$ cat src/rtl/cnn_layer_ctrl.sv
// Layer sequencer for the CNN accelerator: latches one layer command, then walks
// weight load, image stream and optional FC phases, reporting done/err.
module cnn_layer_ctrl #(
    parameter int NUM_FILT = 32,
    parameter int FILT_W   = 6,
    parameter int DIM_W    = 5,
    parameter int CNT_W    = 11
) (
    input  logic                clk,
    input  logic                rst,
    input  logic                start_i,
    input  logic [2:0]          op_i,
    input  logic [FILT_W-1:0]   num_filt_i,
    input  logic [DIM_W-1:0]    wdim_i,
    input  logic [CNT_W-1:0]    first_out_i,
    input  logic [CNT_W-1:0]    pu_stop_i,
    input  logic [CNT_W-1:0]    layer_len_i,
    input  logic                w_valid_i,
    output logic                w_ready_o,
    input  logic                conv_finish_i,
    input  logic                fc_finish_i,
    output logic [NUM_FILT-1:0] weight_en_o,
    output logic                pu_en_o,
    output logic                fifo_en_o,
    output logic                conv_en_o,
    output logic                pool_en_o,
    output logic                fc_en_o,
    output logic                busy_o,
    output logic                done_o,
    output logic                err_o,
    output logic [FILT_W-1:0]   filt_idx_o,
    output logic [CNT_W-1:0]    stream_cnt_o
);

    typedef enum logic [2:0] {
        S_IDLE,
        S_LOAD_W,
        S_STREAM,
        S_FC,
        S_DONE
    } state_t;

    localparam logic [2:0]        OP_NOP       = 3'b000;
    localparam logic [2:0]        OP_CONV      = 3'b001;
    localparam logic [2:0]        OP_CONV_POOL = 3'b010;
    localparam logic [2:0]        OP_FC        = 3'b011;
    localparam logic [2:0]        OP_CPF       = 3'b110;
    localparam logic [2:0]        OP_OUT       = 3'b111;
    localparam logic [FILT_W:0]   LP_NF_MAX    = (FILT_W+1)'(NUM_FILT);

    state_t              r_state;
    state_t              w_next_state;
    logic                w_set_err;

    logic [2:0]          r_op;
    logic [FILT_W-1:0]   r_nf;
    logic [DIM_W-1:0]    r_wdim;
    logic [CNT_W-1:0]    r_first_out;
    logic [CNT_W-1:0]    r_pu_stop;
    logic [CNT_W-1:0]    r_len;

    logic [FILT_W-1:0]   r_filt_idx;
    logic [DIM_W-1:0]    r_elem;
    logic [CNT_W-1:0]    r_stream_cnt;
    logic                r_err;

    logic                w_start_acc;
    logic                w_cfg_bad;
    logic                w_load_active;
    logic                w_beat;
    logic                w_last_elem;
    logic                w_last_filt;
    logic [CNT_W-1:0]    w_len_last;
    logic                w_stream_last;
    logic                w_pool_op;

    assign w_start_acc   = (r_state == S_IDLE) && start_i;
    // Conv-class commands are validated from the latched fields in the first LOAD_W cycle.
    assign w_cfg_bad     = (r_nf == '0) || ({1'b0, r_nf} > LP_NF_MAX) || (r_wdim == '0);
    assign w_load_active = (r_state == S_LOAD_W) && !w_cfg_bad;
    assign w_beat        = w_load_active && w_valid_i;
    assign w_last_elem   = (r_elem == (r_wdim - DIM_W'(1)));
    assign w_last_filt   = (r_filt_idx == (r_nf - FILT_W'(1)));
    assign w_len_last    = (r_len == '0) ? '0 : (r_len - CNT_W'(1));
    assign w_stream_last = (r_stream_cnt == w_len_last);
    assign w_pool_op     = (r_op == OP_CONV_POOL) || (r_op == OP_CPF);

    always_comb begin
        w_next_state = r_state;
        w_set_err    = 1'b0;
        case (r_state)
            S_IDLE: begin
                if (start_i) begin
                    case (op_i)
                        OP_CONV, OP_CONV_POOL, OP_CPF: w_next_state = S_LOAD_W;
                        OP_FC:                         w_next_state = S_FC;
                        OP_NOP, OP_OUT:                w_next_state = S_DONE;
                        default: begin
                            w_next_state = S_DONE;
                            w_set_err    = 1'b1;
                        end
                    endcase
                end
            end
            S_LOAD_W: begin
                if (w_cfg_bad) begin
                    w_next_state = S_DONE;
                    w_set_err    = 1'b1;
                end else if (w_beat && w_last_elem && w_last_filt) begin
                    w_next_state = S_STREAM;
                end
            end
            S_STREAM: begin
                if (w_stream_last) begin
                    w_next_state = (r_op == OP_CPF) ? S_FC : S_DONE;
                end
            end
            S_FC: begin
                if (fc_finish_i) begin
                    w_next_state = S_DONE;
                end
            end
            S_DONE:  w_next_state = S_IDLE;
            default: w_next_state = S_IDLE;
        endcase
    end

    always_ff @(posedge clk) begin
        if (rst) begin
            r_state      <= S_IDLE;
            r_filt_idx   <= '0;
            r_elem       <= '0;
            r_stream_cnt <= '0;
            r_err        <= 1'b0;
        end else begin
            r_state <= w_next_state;

            if (w_start_acc) begin
                r_err <= w_set_err;
            end else if (w_set_err) begin
                r_err <= 1'b1;
            end

            case (r_state)
                S_LOAD_W: begin
                    if (w_beat) begin
                        if (w_last_elem) begin
                            r_elem <= '0;
                            if (!w_last_filt) begin
                                r_filt_idx <= r_filt_idx + FILT_W'(1);
                            end
                        end else begin
                            r_elem <= r_elem + DIM_W'(1);
                        end
                    end
                end
                S_STREAM: begin
                    if (!w_stream_last) begin
                        r_stream_cnt <= r_stream_cnt + CNT_W'(1);
                    end
                end
                S_DONE: begin
                    r_filt_idx   <= '0;
                    r_elem       <= '0;
                    r_stream_cnt <= '0;
                end
                default: ;
            endcase
        end
    end

    // Command fields are pure data: captured on an accepted start, never reset.
    always_ff @(posedge clk) begin
        if (w_start_acc) begin
            r_op        <= op_i;
            r_nf        <= num_filt_i;
            r_wdim      <= wdim_i;
            r_first_out <= first_out_i;
            r_pu_stop   <= pu_stop_i;
            r_len       <= layer_len_i;
        end
    end

    assign w_ready_o    = w_load_active;
    assign weight_en_o  = w_load_active ? (NUM_FILT'(1) << r_filt_idx) : '0;
    assign pu_en_o      = (r_state == S_STREAM) && (r_stream_cnt < r_pu_stop);
    assign conv_en_o    = (r_state == S_STREAM) && (r_stream_cnt >= r_first_out);
    assign fifo_en_o    = conv_en_o;
    assign pool_en_o    = (r_state == S_STREAM) && w_pool_op && conv_finish_i;
    assign fc_en_o      = (r_state == S_FC);
    assign busy_o       = (r_state != S_IDLE);
    assign done_o       = (r_state == S_DONE);
    assign err_o        = r_err;
    assign filt_idx_o   = r_filt_idx;
    assign stream_cnt_o = r_stream_cnt;

endmodule

$ cat config.mk
export PLATFORM = sky130hd
export DESIGN_NAME = cnn_layer_ctrl
export DESIGN_NICKNAME = d
export VERILOG_FILES = /design/src/rtl/cnn_layer_ctrl.sv
export SDC_FILE = /design/constraint.sdc
export NUM_CORES = 1
export LEC_CHECK = 0
export CAP_MARGIN = 20
export CORE_UTILIZATION = 40
export CTS_CLUSTER_SIZE = 16
export DETAILED_ROUTE_END_ITERATION = 12
export PLACE_DENSITY = 0.67
export SLEW_MARGIN = 20
export SYNTH_ARGS = -nofsm -noshare
export SYNTH_HDL_FRONTEND = slang
export SYNTH_SLANG_ARGS = --single-unit
export TNS_END_PERCENT = 30
$ cat constraint.sdc
create_clock -name clk -period 3.9 [get_ports clk]
set_input_delay 0.585 -clock clk [delete_from_list [all_inputs] [get_ports clk]]
set_output_delay 0.585 -clock clk [all_outputs]
set_load 0.02 [all_outputs]
==> results.yml <==
status:
  status: "completed"
pwr:
  total_leakage_power_uw: 0.00269
  p_per_area_mw_per_mm2: 427
  combPwrFrac: 0.287
  p_switching_uw: 808
  p_sw_frac: 0.312
  internal_power_uw: 1780
  peakVddDrop_mv: 0.284
  power_frac_seq: 0.425
  power_frac_clock: 0.288
critical_path:
  endpoint_kind: "output port"
  crit_slowest_cell: "clkdlybuf4s50_1"
  ff2ff_path_depth: 11
  arrival_ps: 3140
  crit_chain: "inv_1, ha_1, nor4b_2, xor2_1, or2_2, nand2b_1, nor3b_4, nand2_1, nor2_1, clkdlybuf4s50_1"
  critical_path_class: "reg -> out"
  rrSetupSlack_ps: 480
  cp-start-kind: "flop"
  crit_path_max_fanout: 5
  crit_start: "r_nf[0]"
  r2r-end: "stream_cnt_o[1]"
  slowest_delay_ps: 630
  required_ps: 3310
  r2r-start: "r_len[0]"
yosys:
  ys_ff_latch: 73
  netlist_area_mm2: 0.00448
  synth_edf_count: 47
  syn_inst: 467
  ys_warn_count: 0
  syn_nets: 553
  ys_seq_area_frac: 0.432
  async_flop_share: 0
  synth_flop_cell: "edfxtp_1"
  synthDistinctLibCells: 55
  avgSynthCellArea_um2: 9.59
clocking:
  insertion_delay_ps: 360
  clock-sinks: 73
  cts_root_buffer: "clkbuf_8"
  clk_pin_slew_ps: 70
  clockBufferDepth: 2
  tritoncts: "yes"
  htreeDepth: 3
  cts-buffers-inserted: 9
final_layout:
  mostFrequentLayoutCell: "clkdlybuf4s50_1"
  fin_nets: 666
  n_antenna_cell: 0
  most-common-layout-cells: "clkdlybuf4s50_1 (92), nor2_1 (53), edfxtp_1 (47)"
  stdcell_area_mm2: 0.00606
  area_delta_synth_final_pct: 35.4
  drive_gt1_frac: 0.0650
grt:
  grt_pass1_wl_um: 16800
  antenna_found_initial: 0
  grt_overflow: 0
  grt_usage: 0.186
  grt_max_degree: 48
  grt_pass1_vias: 3736
floorplanning:
  die_area_mm2: 0.0116
  io_pins: 111
  initial_core_util: 0.411
  design.core.area_mm2: 0.0109
  fp.dieW_um: 108
  die_h_um: 108
  rows: 38
sta:
  rsz0062_at_grt: "no"
  clock_skew_ps: 8.59
  holdWs_ps: 515
  setup_viol: 0
  tightest_slew_ps: 816
  setup_slack_ps: 175
  min_period_ps: 3720
  max_freq_mhz: 268
  slew_headroom: 0.455
  drv_slew: 0
  hold_viol_final: 0
  period_share: 0.955
placement:
  place_area_mm2: 0.00572
  dp_hpwl_um: 8050
  gp_congestion: 0.812
  portBuffers: 110
  dp_slack_ps: 209
routing:
  firstDrtPassIters: 5
  wl_per_cell_um: 14.9
  finalWirelength_um: 10800
  first_iter_violations: 134
  drc: 0
  via_per_inst: 5.34
  vias: 3870
  final_antenna_net_count: 0
hold_path:
  min_path_cells: 2
  hold_start: "r_elem[1]"
  hp-class: "reg -> reg"
  min_to: "r_elem[1]"
flow_run:
  maxCapViolCount: 0
[metrics by stage]
stage / std cells / power, µW / utilization / TNS (ps)
after floorplan: 467 / 1600 / - / 0
after detailed placement: 708 / 1850 / 0.526 / 0
final: 725 / 2590 / 0.557 / 0
after CTS: 724 / 2600 / 0.550 / -8.68
after global routing: 725 / 2740 / 0.557 / 0
after global placement: 708 / 1820 / 0.526 / 0
[cell type report]
cell class / instances / area (µm²)
Clock buffer: 12 / 156
Clock inverter: 4 / 98.8
Fill cell: 986 / 4830
Inverter: 42 / 158
Multi-Input combinational cell: 335 / 2310
Sequential cell: 73 / 1930
Tap cell: 140 / 175
Timing Repair Buffer: 119 / 1230
[per-layer routing]
layer | vias up | wire (µm) | GRT usage
met5 | - | 0 | 0
met4 | 0 | 161 | 0.0656
met3 | 15 | 496 | 0.0521
met2 | 94 | 5520 | 0.327
met1 | 1843 | 4600 | 0.215
li1 | 1918 | - | -
[Yosys cell counts, types with 2 or more instances]
| cell | count | share of area |
|---|---|---|
| a2111oi_0 | 3 | 0.0059 |
| a211o_1 | 4 | 0.0078 |
| a21o_1 | 7 | 0.012 |
| a21oi_1 | 27 | 0.030 |
| a22oi_1 | 2 | 0.0034 |
| a31oi_1 | 5 | 0.0070 |
| and2_1 | 2 | 0.0028 |
| and3_1 | 9 | 0.013 |
| and3b_1 | 4 | 0.0078 |
| buf_6 | 3 | 0.0075 |
| clkbuf_1 | 13 | 0.011 |
| dfxtp_1 | 26 | 0.12 |
| edfxtp_1 | 47 | 0.32 |
| ha_1 | 33 | 0.092 |
| inv_1 | 42 | 0.035 |
| mux2i_1 | 6 | 0.013 |
| nand2_1 | 20 | 0.017 |
| nand2b_1 | 7 | 0.0098 |
| nand3_1 | 17 | 0.019 |
| nand4_1 | 10 | 0.014 |
| nand4b_1 | 2 | 0.0039 |
| nor2_1 | 53 | 0.044 |
| nor2b_1 | 6 | 0.0084 |
| nor3_1 | 15 | 0.017 |
| nor3b_1 | 8 | 0.013 |
| nor4_1 | 2 | 0.0028 |
| nor4b_1 | 2 | 0.0039 |
| o21a_1 | 4 | 0.0067 |
| o21ai_0 | 7 | 0.0078 |
| o21ai_1 | 7 | 0.0078 |
| o311ai_0 | 2 | 0.0039 |
| o31ai_1 | 8 | 0.013 |
| o41ai_1 | 2 | 0.0039 |
| or2_2 | 3 | 0.0042 |
| or3_1 | 8 | 0.011 |
| or3b_2 | 3 | 0.0059 |
| or4_1 | 5 | 0.0084 |
| xnor2_1 | 16 | 0.031 |
| xor2_1 | 11 | 0.022 |
[sequential cells by signal, summed over array words and instances (netlist names)]
register,flops
r_state,3
r_len,11
filt_idx_o,6
r_op,3
err_o,1
r_first_out,11
stream_cnt_o,11
r_elem,5
r_wdim,5
r_nf,6
r_pu_stop,11
[worst max path at each step]
stage                      endpoint  slack (ps)
finish              weight_en_o[24]         180
global route        weight_en_o[28]           6
CTS                 weight_en_o[16]          -9
detailed placement  weight_en_o[16]         210
global placement    weight_en_o[17]         310
floorplan            weight_en_o[0]         810
[kinds of logic (layout without fill, tap and decap cells)]
group                      count (synthesis)  after routing  share of synthesized area
and+or+nand+nor                          181            181                      0.220
AOI/OAI and AO/OA                         88             88                      0.135
DFF                                       73             73                      0.432
buffers and inverters                     59            177                     0.0553
adders and majority gates                 33             33                     0.0922
xor gates and xnor gates                  27             27                     0.0528
muxes                                      6              6                     0.0134
[power by group through the flow]
| stage | combinational, µW | sequential, µW | clock [µW] |
|---|---|---|---|
| 2_1_floorplan | 508 | 1090 | 0 |
| 3_3_place_gp | 708 | 1110 | 0 |
| 3_5_place_dp | 729 | 1120 | 0 |
| 4_1_cts | 735 | 1100 | 767 |
| 5_1_grt | 825 | 1120 | 794 |
| 6_report | 743 | 1100 | 746 |
[worst max-delay path, delay by kind of cell, from the launching register on]
family	cells	cell delay (ps)
buffers and inverters	2	740
and+or+nand+nor	6	1360
DFF	1	430
xor gates and xnor gates	1	90
adders and majority gates	1	170
[what timing repair did]
action	4_1_cts	5_1_grt
setup endpoints to repair	14	33
hold buffers	0	0
gates resized for setup	1	21
cloned	0	0
buffers inserted	0	0
endpoints found under the hold margin	0	0
pin swaps	0	0
Note: power is estimated with default switching activity, not from simulation.
